==> src/rtl/spi_master_bridge_if.sv <==
// Request/response and SPI pin bundle for spi_master_bridge.
// master = requester and SPI-target side, slave = the bridge itself.
interface spi_master_bridge_if #(
   parameter int XLEN = 32
);
   logic            i_start;
   logic            i_write;
   logic [XLEN-1:0] i_addr;
   logic [XLEN-1:0] i_wr_data;
   logic [3:0]      i_size;
   logic            o_busy;
   logic            o_done;
   logic            o_err;
   logic [XLEN-1:0] o_rd_data;
   logic            o_sclk;
   logic            o_cs;
   logic            o_mosi;
   logic            i_miso;

   modport master (
      output i_start, i_write, i_addr, i_wr_data, i_size, i_miso,
      input  o_busy, o_done, o_err, o_rd_data, o_sclk, o_cs, o_mosi
   );

   modport slave (
      input  i_start, i_write, i_addr, i_wr_data, i_size, i_miso,
      output o_busy, o_done, o_err, o_rd_data, o_sclk, o_cs, o_mosi
   );
endinterface

==> src/rtl/spi_master_bridge.sv <==
// Bus-request to SPI (mode 0) bridge: serialises one command/address/data frame per
// request and returns the read word shifted in from MISO.
module spi_master_bridge #(
   parameter int CLK_DIV    = 4,
   parameter int DUMMY_BITS = 8,
   parameter int XLEN       = 32
) (
   input  logic               i_clk,
   input  logic               i_rst_n,
   spi_master_bridge_if.slave bus_if
);

   localparam logic [2:0] S_IDLE     = 3'd0;
   localparam logic [2:0] S_SETUP    = 3'd1;
   localparam logic [2:0] S_SHIFT_HI = 3'd2;
   localparam logic [2:0] S_SHIFT_LO = 3'd3;
   localparam logic [2:0] S_HOLD     = 3'd4;
   localparam logic [2:0] S_DONE     = 3'd5;

   localparam int         FRAME_W  = 8 + 2 * XLEN;
   localparam logic [6:0] LAST_WR  = 7'(FRAME_W - 1);
   localparam logic [6:0] LAST_RD  = 7'(FRAME_W + DUMMY_BITS - 1);
   localparam logic [6:0] RX_FIRST = 7'(FRAME_W + DUMMY_BITS - XLEN);
   localparam logic [7:0] DIV_LAST = 8'(CLK_DIV - 1);
   localparam logic [3:0] OP_WR    = 4'h1;
   localparam logic [3:0] OP_RD    = 4'h2;

   logic [2:0]         state_q, state_d;
   logic [7:0]         div_q, div_d;
   logic [6:0]         bit_q, bit_d;
   logic [FRAME_W-1:0] tx_q, tx_d;
   logic [XLEN-1:0]    rx_q, rx_d;
   logic [XLEN-1:0]    rd_data_q, rd_data_d;
   logic               write_q, write_d;
   logic               cs_q, cs_d;
   logic               sclk_q, sclk_d;
   logic               mosi_q, mosi_d;
   logic               busy_q, busy_d;
   logic               done_q, done_d;
   logic               err_q, err_d;

   logic               div_end_s;
   logic [6:0]         bit_last_s;
   logic [6:0]         cap_idx_s;
   logic               cap_en_s;
   logic [XLEN-1:0]    rx_shift_s;
   logic [FRAME_W-1:0] frame_s;

   assign div_end_s  = (div_q == DIV_LAST);
   assign bit_last_s = write_q ? LAST_WR : LAST_RD;
   // Index of the bit whose rising SCLK is produced by the current move into SHIFT_HI.
   assign cap_idx_s  = (state_q == S_SETUP) ? 7'd0 : (bit_q + 7'd1);
   assign cap_en_s   = !write_q && (cap_idx_s >= RX_FIRST);
   assign rx_shift_s = cap_en_s ? {rx_q[XLEN-2:0], bus_if.i_miso} : rx_q;
   assign frame_s    = {(bus_if.i_write ? OP_WR : OP_RD), bus_if.i_size, bus_if.i_addr,
                        (bus_if.i_write ? bus_if.i_wr_data : {XLEN{1'b0}})};

   // Next-state and next-output logic for the frame sequencer.
   always_comb begin
      state_d   = state_q;
      div_d     = div_q;
      bit_d     = bit_q;
      tx_d      = tx_q;
      rx_d      = rx_q;
      rd_data_d = rd_data_q;
      write_d   = write_q;
      cs_d      = cs_q;
      sclk_d    = sclk_q;
      mosi_d    = mosi_q;
      busy_d    = busy_q;
      done_d    = done_q;
      err_d     = err_q;

      case (state_q)
         S_IDLE: begin
            if (bus_if.i_start) begin
               write_d = bus_if.i_write;
               busy_d  = 1'b1;
               div_d   = 8'd0;
               bit_d   = 7'd0;
               if (bus_if.i_size == 4'b0000) begin
                  state_d = S_DONE;
                  done_d  = 1'b1;
                  err_d   = 1'b1;
               end else begin
                  state_d = S_SETUP;
                  cs_d    = 1'b0;
                  mosi_d  = frame_s[FRAME_W-1];
                  tx_d    = {frame_s[FRAME_W-2:0], 1'b0};
               end
            end else begin
               state_d = S_IDLE;
            end
         end

         S_SETUP: begin
            if (div_end_s) begin
               state_d = S_SHIFT_HI;
               div_d   = 8'd0;
               sclk_d  = 1'b1;
               rx_d    = rx_shift_s;
            end else begin
               div_d = div_q + 8'd1;
            end
         end

         S_SHIFT_HI: begin
            // tx_q drains to zero, so dummy/read bits and the post-frame level are all 0.
            if (div_end_s) begin
               state_d = S_SHIFT_LO;
               div_d   = 8'd0;
               sclk_d  = 1'b0;
               mosi_d  = tx_q[FRAME_W-1];
               tx_d    = {tx_q[FRAME_W-2:0], 1'b0};
            end else begin
               div_d = div_q + 8'd1;
            end
         end

         S_SHIFT_LO: begin
            if (div_end_s) begin
               div_d = 8'd0;
               if (bit_q == bit_last_s) begin
                  state_d = S_HOLD;
               end else begin
                  state_d = S_SHIFT_HI;
                  bit_d   = bit_q + 7'd1;
                  sclk_d  = 1'b1;
                  rx_d    = rx_shift_s;
               end
            end else begin
               div_d = div_q + 8'd1;
            end
         end

         S_HOLD: begin
            if (div_end_s) begin
               state_d = S_DONE;
               div_d   = 8'd0;
               cs_d    = 1'b1;
               done_d  = 1'b1;
               if (!write_q) begin
                  rd_data_d = rx_q;
               end else begin
                  rd_data_d = rd_data_q;
               end
            end else begin
               div_d = div_q + 8'd1;
            end
         end

         S_DONE: begin
            state_d = S_IDLE;
            bit_d   = 7'd0;
            busy_d  = 1'b0;
            done_d  = 1'b0;
            err_d   = 1'b0;
         end

         default: begin
            state_d = S_IDLE;
            div_d   = 8'd0;
            bit_d   = 7'd0;
            cs_d    = 1'b1;
            sclk_d  = 1'b0;
            mosi_d  = 1'b0;
            busy_d  = 1'b0;
            done_d  = 1'b0;
            err_d   = 1'b0;
         end
      endcase
   end

   // State and output registers; pins return to idle levels as soon as reset asserts.
   always_ff @(posedge i_clk or negedge i_rst_n) begin
      if (!i_rst_n) begin
         state_q   <= S_IDLE;
         div_q     <= 8'd0;
         bit_q     <= 7'd0;
         tx_q      <= {FRAME_W{1'b0}};
         rx_q      <= {XLEN{1'b0}};
         rd_data_q <= {XLEN{1'b0}};
         write_q   <= 1'b0;
         cs_q      <= 1'b1;
         sclk_q    <= 1'b0;
         mosi_q    <= 1'b0;
         busy_q    <= 1'b0;
         done_q    <= 1'b0;
         err_q     <= 1'b0;
      end else begin
         state_q   <= state_d;
         div_q     <= div_d;
         bit_q     <= bit_d;
         tx_q      <= tx_d;
         rx_q      <= rx_d;
         rd_data_q <= rd_data_d;
         write_q   <= write_d;
         cs_q      <= cs_d;
         sclk_q    <= sclk_d;
         mosi_q    <= mosi_d;
         busy_q    <= busy_d;
         done_q    <= done_d;
         err_q     <= err_d;
      end
   end

   assign bus_if.o_busy    = busy_q;
   assign bus_if.o_done    = done_q;
   assign bus_if.o_err     = err_q;
   assign bus_if.o_rd_data = rd_data_q;
   assign bus_if.o_sclk    = sclk_q;
   assign bus_if.o_cs      = cs_q;
   assign bus_if.o_mosi    = mosi_q;

endmodule

==> src/flat_wrapper.sv <==
// flat-port wrapper written by rule: the top's interface ports become plain ports
module spi_master_bridge_flat 
#(
   parameter int CLK_DIV    = 4,
   parameter int DUMMY_BITS = 8,
   parameter int XLEN       = 32
)
  (i_clk, i_rst_n, bus_if_i_start, bus_if_i_write, bus_if_i_addr, bus_if_i_wr_data, bus_if_i_size, bus_if_i_miso, bus_if_o_busy, bus_if_o_done, bus_if_o_err, bus_if_o_rd_data, bus_if_o_sclk, bus_if_o_cs, bus_if_o_mosi);
  spi_master_bridge_if #(.XLEN(XLEN)) bus_if_i ();
  input  logic i_clk;
  input  logic i_rst_n;
  input wire logic [$bits(bus_if_i.i_start)-1:0] bus_if_i_start;
  input wire logic [$bits(bus_if_i.i_write)-1:0] bus_if_i_write;
  input wire logic [$bits(bus_if_i.i_addr)-1:0] bus_if_i_addr;
  input wire logic [$bits(bus_if_i.i_wr_data)-1:0] bus_if_i_wr_data;
  input wire logic [$bits(bus_if_i.i_size)-1:0] bus_if_i_size;
  input wire logic [$bits(bus_if_i.i_miso)-1:0] bus_if_i_miso;
  output wire logic [$bits(bus_if_i.o_busy)-1:0] bus_if_o_busy;
  output wire logic [$bits(bus_if_i.o_done)-1:0] bus_if_o_done;
  output wire logic [$bits(bus_if_i.o_err)-1:0] bus_if_o_err;
  output wire logic [$bits(bus_if_i.o_rd_data)-1:0] bus_if_o_rd_data;
  output wire logic [$bits(bus_if_i.o_sclk)-1:0] bus_if_o_sclk;
  output wire logic [$bits(bus_if_i.o_cs)-1:0] bus_if_o_cs;
  output wire logic [$bits(bus_if_i.o_mosi)-1:0] bus_if_o_mosi;
  assign bus_if_i.i_start = bus_if_i_start;
  assign bus_if_i.i_write = bus_if_i_write;
  assign bus_if_i.i_addr = bus_if_i_addr;
  assign bus_if_i.i_wr_data = bus_if_i_wr_data;
  assign bus_if_i.i_size = bus_if_i_size;
  assign bus_if_i.i_miso = bus_if_i_miso;
  assign bus_if_o_busy = bus_if_i.o_busy;
  assign bus_if_o_done = bus_if_i.o_done;
  assign bus_if_o_err = bus_if_i.o_err;
  assign bus_if_o_rd_data = bus_if_i.o_rd_data;
  assign bus_if_o_sclk = bus_if_i.o_sclk;
  assign bus_if_o_cs = bus_if_i.o_cs;
  assign bus_if_o_mosi = bus_if_i.o_mosi;
  spi_master_bridge #(.CLK_DIV(CLK_DIV), .DUMMY_BITS(DUMMY_BITS), .XLEN(XLEN)) u_core (.i_clk(i_clk), .i_rst_n(i_rst_n), .bus_if(bus_if_i));
endmodule
==> config.mk <==
export PLATFORM = sky130hd
export DESIGN_NAME = spi_master_bridge_flat
export DESIGN_NICKNAME = d
export VERILOG_FILES = /design/src/rtl/spi_master_bridge_if.sv /design/src/rtl/spi_master_bridge.sv /design/src/flat_wrapper.sv
export SDC_FILE = /design/constraint.sdc
export NUM_CORES = 1
export LEC_CHECK = 0
export BUFFER_PORTS_ARGS = -buffer_cell sky130_fd_sc_hd__buf_2
export CORE_ASPECT_RATIO = 1.4
export CORE_MARGIN = 2
export CORE_UTILIZATION = 30
export CTS_CLUSTER_SIZE = 30
export DETAILED_ROUTE_END_ITERATION = 8
export GPL_ROUTABILITY_DRIVEN = 0
export GPL_TIMING_DRIVEN = 0
export PLACE_DENSITY = 0.45
export SLEW_MARGIN = 0
export SYNTH_ARGS = -nofsm -noshare
export SYNTH_HDL_FRONTEND = slang
export SYNTH_SLANG_ARGS = --single-unit
==> constraint.sdc <==
create_clock -name i_clk -period 2.6 [get_ports i_clk]
set_clock_uncertainty 0.2 [all_clocks]
set_input_delay 0.26 -clock i_clk [delete_from_list [all_inputs] [get_ports i_clk]]
set_output_delay 0.26 -clock i_clk [all_outputs]
set_load 0.01 [all_outputs]
==> summary.md, run 1 <==
Worst path buffer plus inverter count: 3. Register clock-pin slew on the reported worst setup and hold paths: 0.07 ns. During placement, the flow inserted port buffers numbering 109. The detail-routed net length per standard cell was 14.1 µm. In this run the power density over the cells is 928 nW/µm². The run gives 1 as the initial antenna violation count. In the synthesized netlist the dominant register cell turns out to be sky130_fd_sc_hd__dfrtp_1.

By startpoint and endpoint, the worst setup path is classified as flop to flop. Compared with the post-synthesis result, the final layout area differs by 29.3%. STA classifies the critical path startpoint as a flop. In this run the remaining antenna-violating nets after routing total 0.

The worst path in the final design needs a cycle of 2.47 ns, including I/O delays and setup. The cell area that synthesis handed to floorplanning was 7650 µm². The CTS sink count is 160, and the leakage power is 4.94 nW.

The die outline height was 193 µm; the number of nets in the layout was 959. The synthesized design contains 0 enable-type register cells. Dividing the detail-routed via count by the number of cells gives 4.61. The Yosys step of the flow raised 0 warnings.

For the maximum clock frequency, the log shows 404 MHz. The tools report the synthesized instance count as 691. The share of the clock period used by the worst path was 0.952; the switching share of power was 0.346.

Among all stages on the critical path, the largest delay is contributed by sky130_fd_sc_hd__dfrtp_1. The compound-cell area share of the yosys netlist was 0.0515; the standard-cell row count was 69. For this run, the slowest stage of the critical path takes 0.41 ns.

Setup repair after global routing left no endpoint under its margin. The tools report the normalized max-slew margin as 0.552. Clock tree synthesis inserted a total of 17 buffers. Data arrives at the worst endpoint at 2.58 ns.

The tool flagged a number of max-cap violations equal to 0. Grouping stages by cell kind, the critical path spends the most delay in buffers and inverters. The number of synthesized register bits came out at 160. The path class of the tightest hold or removal check is input pin to flop. The total core area came out at 25200 µm². The total wirelength of the detailed-routed design came out at 17.1 mm. The number of global-route vias before repair is 5891. The critical path's most frequent cell was sky130_fd_sc_hd__buf_4.

The count of final setup violators was 0. The worst hold-check slack was 0.0106 ns; the transition time at the pin with the least slew margin was 0.673 ns. For this block, the initial DRC count from the detailed router was 199. The flow ran to the end, and the final reports show no timing, DRC or antenna violations. The post-synthesis share of cell area spent on xor and xnor gates came out at 0.00344.

Summed over all nets, the switching power comes to 3.17 mW. Proportion of synthesized flip-flops having asynchronous set or reset: 1.00. The share of the core filled with cells came out at 0.392. VDD sags by at most 0.492 mV.

TritonCTS built the clock tree. The design internal power was 6.00 mW; the arithmetic-cell share of the synthesized area counting full adders, half adders and majority gates was 0.00327. The signal on the critical path passes through ha_2 > nor4b_4 > buf_4 > nand4b_1 > a311oi_4 > buf_4 > buf_6 > mux2_2. The fraction of final layout cells sized beyond drive strength 1 is 0.340. Yosys mapped the design onto 59 distinct sky130hd cell types.

The logs give 0.337 for the logic gate share of total power and 4 for the number of detailed-routing iterations run before antenna repair. Of all nets on the critical path, the largest fanout is 10. The die covers 26800 µm².

The average size of a mapped cell works out to 11.1 µm². The required time of the critical path was 2.71 ns; the first-pass GRT wire length was 29.3 mm. The setup slack after placement was -0.180 ns. The run gives 0 as the leftover overflow at the end of global routing. The maximum clock insertion buffer count is 2. The multiplexer share of the synthesized area is 0.220. For this design the top-level I/O count stands at 111. For the layout filler cell count, the log shows 2551. The sequential fraction of design power is 0.382, and the overall die width is 139 µm.

The clock group share of total power is 0.282. The run gives 0.125 ns as the worst setup margin. In this run the clock root is driven by a sky130_fd_sc_hd__clkbuf_16.

The count of unresolved DRC violations after routing was 0; the pin count of the biggest net entering global routing was 105. The total half-perimeter wirelength after legalization and detailed placement came out at 11.7 mm. The starting utilization of the core area was 0.303.

The synthesized net count came out at 766. After synthesis, the largest family of logic cells by area is multiplexers. Nature of the critical path endpoint: a flop. Global routing usage summed across all routing layers: 0.133. The max-slew violation total from the final report was 0.

The clock latency at the later pin of the worst-skew pair is 0.43 ns, and the total vias in the final route is 5619. The count of endpoints failing hold in the final timing report was 0. The area fraction in and, or, nand and nor cells after synthesis works out to 0.159.

In this run the number of H-tree levels came out at 4. The share of the yosys chip area belonging to registers is 0.524.
-- cell usage in the layout (no fill, tap or decap), drive strengths merged, types with 3 or more instances in the layout --
| cell | synthesis | final |
|---|---|---|
| mux2 | 135 | 135 |
| o21ai | 7 | 7 |
| dfrtp | 159 | 159 |
| inv | 7 | 15 |
| nand4 | 3 | 3 |
| xor2 | 3 | 3 |
| nand2 | 197 | 197 |
| nand3 | 40 | 40 |
| a31oi | 16 | 16 |
| clkbuf | 19 | 36 |
| mux2i | 5 | 5 |
| o22ai | 3 | 3 |
| buf | 27 | 141 |
| nor2 | 8 | 8 |
| or3 | 3 | 3 |
| clkinv | 0 | 4 |
| and3 | 7 | 7 |
| nor2b | 3 | 3 |
| a21oi | 10 | 10 |
| dlygate4sd3 | 0 | 60 |
-- final timing paths --
kind                                     start                          to  slack (ns)  cells past startpoint
max                            u_core.div_q[1]             u_core.rx_q[21]        0.13                      8
min                        bus_if_i_wr_data[9]             u_core.tx_q[10]        0.01                      4
max reg2reg                    u_core.div_q[1]             u_core.rx_q[21]        0.13                      8
min reg2reg                    u_core.tx_q[11]             u_core.tx_q[11]        0.29                      1
max in group asynchronous              i_rst_n             u_core.div_q[0]        1.13                      3
min in group asynchronous              i_rst_n  u_core.bus_if.o_rd_data[5]        0.14                      2
-- synth_stat cells, types with 5 or more instances --
library cell               instances  area share
sky130_fd_sc_hd__mux2_2           94        0.14
sky130_fd_sc_hd__buf_2             7      0.0046
sky130_fd_sc_hd__nand3_1          40       0.026
sky130_fd_sc_hd__inv_1             7      0.0034
sky130_fd_sc_hd__clkbuf_1         18      0.0088
sky130_fd_sc_hd__mux2i_1           5      0.0065
sky130_fd_sc_hd__nor2_1            8      0.0039
sky130_fd_sc_hd__mux2_4           30       0.059
sky130_fd_sc_hd__and3_1            7      0.0057
sky130_fd_sc_hd__a21oi_1          10      0.0065
sky130_fd_sc_hd__buf_1             6      0.0029
sky130_fd_sc_hd__mux2_1           11       0.016
sky130_fd_sc_hd__a31oi_1          16       0.013
sky130_fd_sc_hd__nand2_1         196       0.096
sky130_fd_sc_hd__o21ai_0           7      0.0046
sky130_fd_sc_hd__dfrtp_1         159        0.52
sky130_fd_sc_hd__buf_4             8      0.0079
-- sequential cells by signal (all words and copies together), names as in the netlist --
signal / flops
u_core.bit_q: 7
u_core.bus_if.o_busy: 1
u_core.bus_if.o_cs: 1
u_core.bus_if.o_done: 1
u_core.bus_if.o_err: 1
u_core.bus_if.o_mosi: 1
u_core.bus_if.o_rd_data: 32
u_core.bus_if.o_sclk: 1
u_core.div_q: 8
u_core.rx_q: 32
u_core.state_q: 3
u_core.tx_q: 71
u_core.write_q: 1
-- power by group through the flow --
stage               sequential, mW  combinational, mW  clock (mW)
finish                        3.50               3.09        2.58
global route                  3.59               3.53        2.78
CTS                           3.50               3.15        2.67
detailed placement            3.54               3.03           0
global placement              3.53               3.00           0
floorplan                     3.46               2.27           0
-- cell families after synthesis --
group                    count (synthesis)
XOR/XNOR                                 3
adder cells (fa/ha/maj)                  2
AO/OA/AOI/OAI                           55
buffers and inverters                   53
AND/OR/NAND/NOR                        278
flip-flops                             160
multiplexers                           140
-- per-layer routing --
layer	GRT usage	wire [µm]	up-vias
met3	0.0295	723	16
met1	0.166	7860	2718
met2	0.229	8280	112
met5	0	0	-
met4	0.0435	258	0
li1	-	-	2773
-- worst reg2reg max path, cell delays in order (launching register included) --
cell and delay [ns]:
sky130_fd_sc_hd__dfrtp_1 0.41, sky130_fd_sc_hd__ha_2 0.24, sky130_fd_sc_hd__nor4b_4 0.19, sky130_fd_sc_hd__buf_4 0.18, sky130_fd_sc_hd__nand4b_1 0.16, sky130_fd_sc_hd__a311oi_4 0.30
sky130_fd_sc_hd__buf_4 0.19, sky130_fd_sc_hd__buf_6 0.16, sky130_fd_sc_hd__mux2_2 0.34
-- through the flow --
step | instances | total power [mW] | instance area [µm²] | setup TNS, ns
6_report | 1218 | 9.17 | 9890 | 0
5_1_grt | 1217 | 9.90 | 9880 | 0
4_1_cts | 1215 | 9.32 | 9860 | 0
3_5_place_dp | 1120 | 6.57 | 8630 | -11.44
3_3_place_gp | 1119 | 6.53 | 8590 | -281.26
2_1_floorplan | 691 | 5.73 | 7650 | 0
-- timing repair --
action,4_1_cts,5_1_grt
buffers inserted,3,1
hold endpoints to repair,115,0
setup endpoints to repair,100,77
pin swaps,0,1
hold buffers,60,0
resized for setup,2,4
cloned,0,0
-- cell type report --
type / instances / area [µm²] / share of cell area
sequential: 160 / 4010 / 0.405
multi-input combinational: 478 / 3370 / 0.341
timing repair buffer: 174 / 1210 / 0.123
clock buffer: 17 / 425 / 0.0430
tap: 319 / 399 / 0.0404
buffer: 46 / 269 / 0.0272
clock inverter: 15 / 173 / 0.0175
inverter: 7 / 26.3 / 0.00266
antenna: 2 / 5.00 / 0.000506
Power figures use the tool's default switching activity.
==> run 2, diff against run 1 <==
Settings changed: CTS_BUF_LIST from default to sky130_fd_sc_hd__clkbuf_8.
==> summary.md, run 2 (synthesis gave the netlist of run 1 again) <==
The fraction of final layout cells sized beyond drive strength 1 is 0.337 (-0.00265). The tools report the area of the die as 26800 µm² (unchanged). The run gives 0.543 (-0.00865) as the normalized max-slew margin. The overall die width was 139 µm (unchanged); the total half-perimeter wirelength after legalization and detailed placement was 11.7 mm (unchanged). The top fanout value on the critical path works out to 10 (unchanged). For the global routing usage summed across all routing layers, the log shows 0.133 (+0.000372).

The run finished with clean final reports. The worst setup path category was flop to flop. The leftover overflow at the end of global routing is 0 (unchanged), and the number of global-route vias before repair is 5922 (+0.53%). The power density normalized to cell area was 872 nW/µm² (-6.0%). Number of antenna cells inserted: 0 (-2).

The total core area was 25200 µm² (unchanged). From synthesis to final layout, the design area changed by 28.2%. Setup repair after global routing left no endpoint under its margin. The starting utilization of the core area is 0.303 (unchanged). The die outline height was 193 µm (unchanged). Leaving out fill and tap cells, the most frequent cells in the layout are 196 x sky130_fd_sc_hd__nand2_1, 158 x sky130_fd_sc_hd__dfrtp_1, 115 x sky130_fd_sc_hd__buf_2, 94 x sky130_fd_sc_hd__mux2_2, 71 x sky130_fd_sc_hd__dlygate4sd3_1.

The tools report the leakage power as 4.90 nW (-0.80%). The number of max-cap violations came out at 0 (unchanged). The maximum clock insertion buffer count came out at 2 (unchanged). The worst hold path belongs to the class input pin to asynchronous set/reset pin. The count of endpoints failing hold in the final timing report is 0 (unchanged), and the setup slack after placement is -0.180 ns (unchanged).

The top-level I/O count was 111 (unchanged); the depth of the most critical reg-to-reg path was 8 (unchanged). The run gives 1120 (unchanged) as the placed cell count. The logs give 1226 (+0.66%) for the filler-free cell count of the finished design and 5667 (+0.85%) for the total vias in the final route. Share of the clock period used by the worst path: 0.956 (+0.00458). The tools report the max-slew violation total from the final report as 0 (unchanged). In this run the critical register-to-register path is launched from u_core.div_q[1].

The tree is rooted in a sky130_fd_sc_hd__clkbuf_8. The H-tree depth is 4 (unchanged), and the maximum clock frequency is 402 MHz (-0.48%). The required time of the critical path is 2.73 ns (+0.02 ns), and the post-route minimum period is 2.49 ns (+0.0119 ns). The run gives 0.113 ns (-0.0119 ns) as the worst setup margin.

The worst reg2reg path endpoint was u_core.rx_q[31]. The logs give 0 (unchanged) for the count of unresolved DRC violations after routing and 969 (+1.0%) for the number of nets in the layout. The number of input and output port buffers inserted was 109 (unchanged). The count of final setup violators came out at 0 (unchanged). Layout filler cell count: 2571 (+0.78%). The first-pass GRT wire length was 29.4 mm (+0.45%); the standard-cell row count was 69 (unchanged).

The flip-flop count of the largest register after layout was 71 (unchanged); the number of detailed-routing iterations run before antenna repair was 4 (unchanged). TritonCTS built the clock tree. The total wirelength of the detailed-routed design came out at 17.2 mm (+0.51%). u_core.tx_q holds more flip-flops than any other register. The number of antenna-violating nets in the routed design came out at 0 (unchanged).

The run gives 160 (unchanged) as the CTS sink count. The pin count of the biggest net entering global routing was 105 (unchanged). The transition time at the pin with the least slew margin is 0.686 ns (+0.0130 ns). The peak ir drop on the vdd network was 0.493 mV (+0.12%); the detail-routed net length per standard cell was 14.0 µm (-0.15%).

The via count normalized by instance count is 4.62 (+0.20%), and the flop-to-flop setup slack is 0.11 ns (about the same). The worst setup path is launched from a flop. The register clock-pin slew on the reported worst setup and hold paths is 0.10 ns (+0.03 ns), and the initial antenna violation count is 0 (-1). Data arrival time at the worst-slack endpoint: 2.62 ns (+0.04 ns).

The iteration-0 DRC count of the detailed router is 185 (-7.0%). The library cell used most frequently in the layout, excluding fill and tap cells, is sky130_fd_sc_hd__nand2_1. STA classifies the critical path endpoint as a flop. The number of buffers created by CTS was 17 (unchanged); the clock latency at the later pin of the worst-skew pair was 0.46 ns (+0.03 ns).
-- run 2: per-layer routing --
metal	up-vias	part of all wire	track usage
met1	2731	0.46	0.169
li1	2782	-	-
met2	135	0.48	0.229
met3	19	0.042	0.0268
met5	-	0	0
met4	0	0.015	0.0447
-- run 2: worst max-delay path, stage by stage (launching register included) --
cell and delay (ns):
sky130_fd_sc_hd__dfrtp_1 0.42, sky130_fd_sc_hd__ha_2 0.24, sky130_fd_sc_hd__nor4b_4 0.19, sky130_fd_sc_hd__buf_4 0.18
sky130_fd_sc_hd__nand4b_1 0.16, sky130_fd_sc_hd__a311oi_4 0.29, sky130_fd_sc_hd__buf_4 0.19, sky130_fd_sc_hd__buf_6 0.16
sky130_fd_sc_hd__mux2_1 0.33
-- run 2: worst max path at each step --
| stage | start | endpoint |
|---|---|---|
| detailed placement | u_core.state_q[1] | u_core.tx_q[18] |
| global placement | i_rst_n | u_core.tx_q[33] |
| CTS | u_core.div_q[0] | u_core.rx_q[20] |
| finish | u_core.div_q[1] | u_core.rx_q[31] |
| global route | u_core.div_q[1] | u_core.rx_q[21] |
| floorplan | u_core.div_q[0] | u_core.rx_q[10] |
-- run 2: area by class of cell --
cell class,count,area [µm²],share of cell area
plain buffers,45,265,0.0270
inverters,7,26.3,0.00268
multi-input cells,478,3380,0.345
clock inverters,15,173,0.0176
clock buffers,17,234,0.0239
well taps,319,399,0.0407
flip-flops and latches,160,4010,0.408
repair buffers,185,1320,0.135
-- run 2: metrics by stage --
step / hold WS (ns) / util / TNS, ns / power, mW / cell area [µm²]
4_1_cts: 0.0997 / 0.388 / 0 / 8.69 / 9780
2_1_floorplan: -0.236 / - / 0 / 5.73 / 7650
3_5_place_dp: 0.0242 / 0.342 / -11.44 / 6.57 / 8630
5_1_grt: 0.124 / 0.389 / 0 / 9.27 / 9810
6_report: 0.107 / 0.389 / 0 / 8.56 / 9810
3_3_place_gp: 0.270 / 0.341 / -281.26 / 6.53 / 8590
-- run 2: timing repair --
| action | CTS | global route |
|---|---|---|
| pin swaps | 0 | 1 |
| hold endpoints to repair | 126 | 0 |
| endpoints found under the setup margin | 100 | 91 |
| setup buffers | 3 | 1 |
| hold buffers | 71 | 0 |
| gates resized for setup | 2 | 6 |
-- run 2: power breakdown --
group          total [mW]  leakage [nW]  switching [mW]  internal, mW
clock network        1.95         0.208            1.06         0.888
registers            3.50          2.07           0.365          3.13
logic                3.11          2.62            1.68          1.43
total                8.56          4.90            3.11          5.45
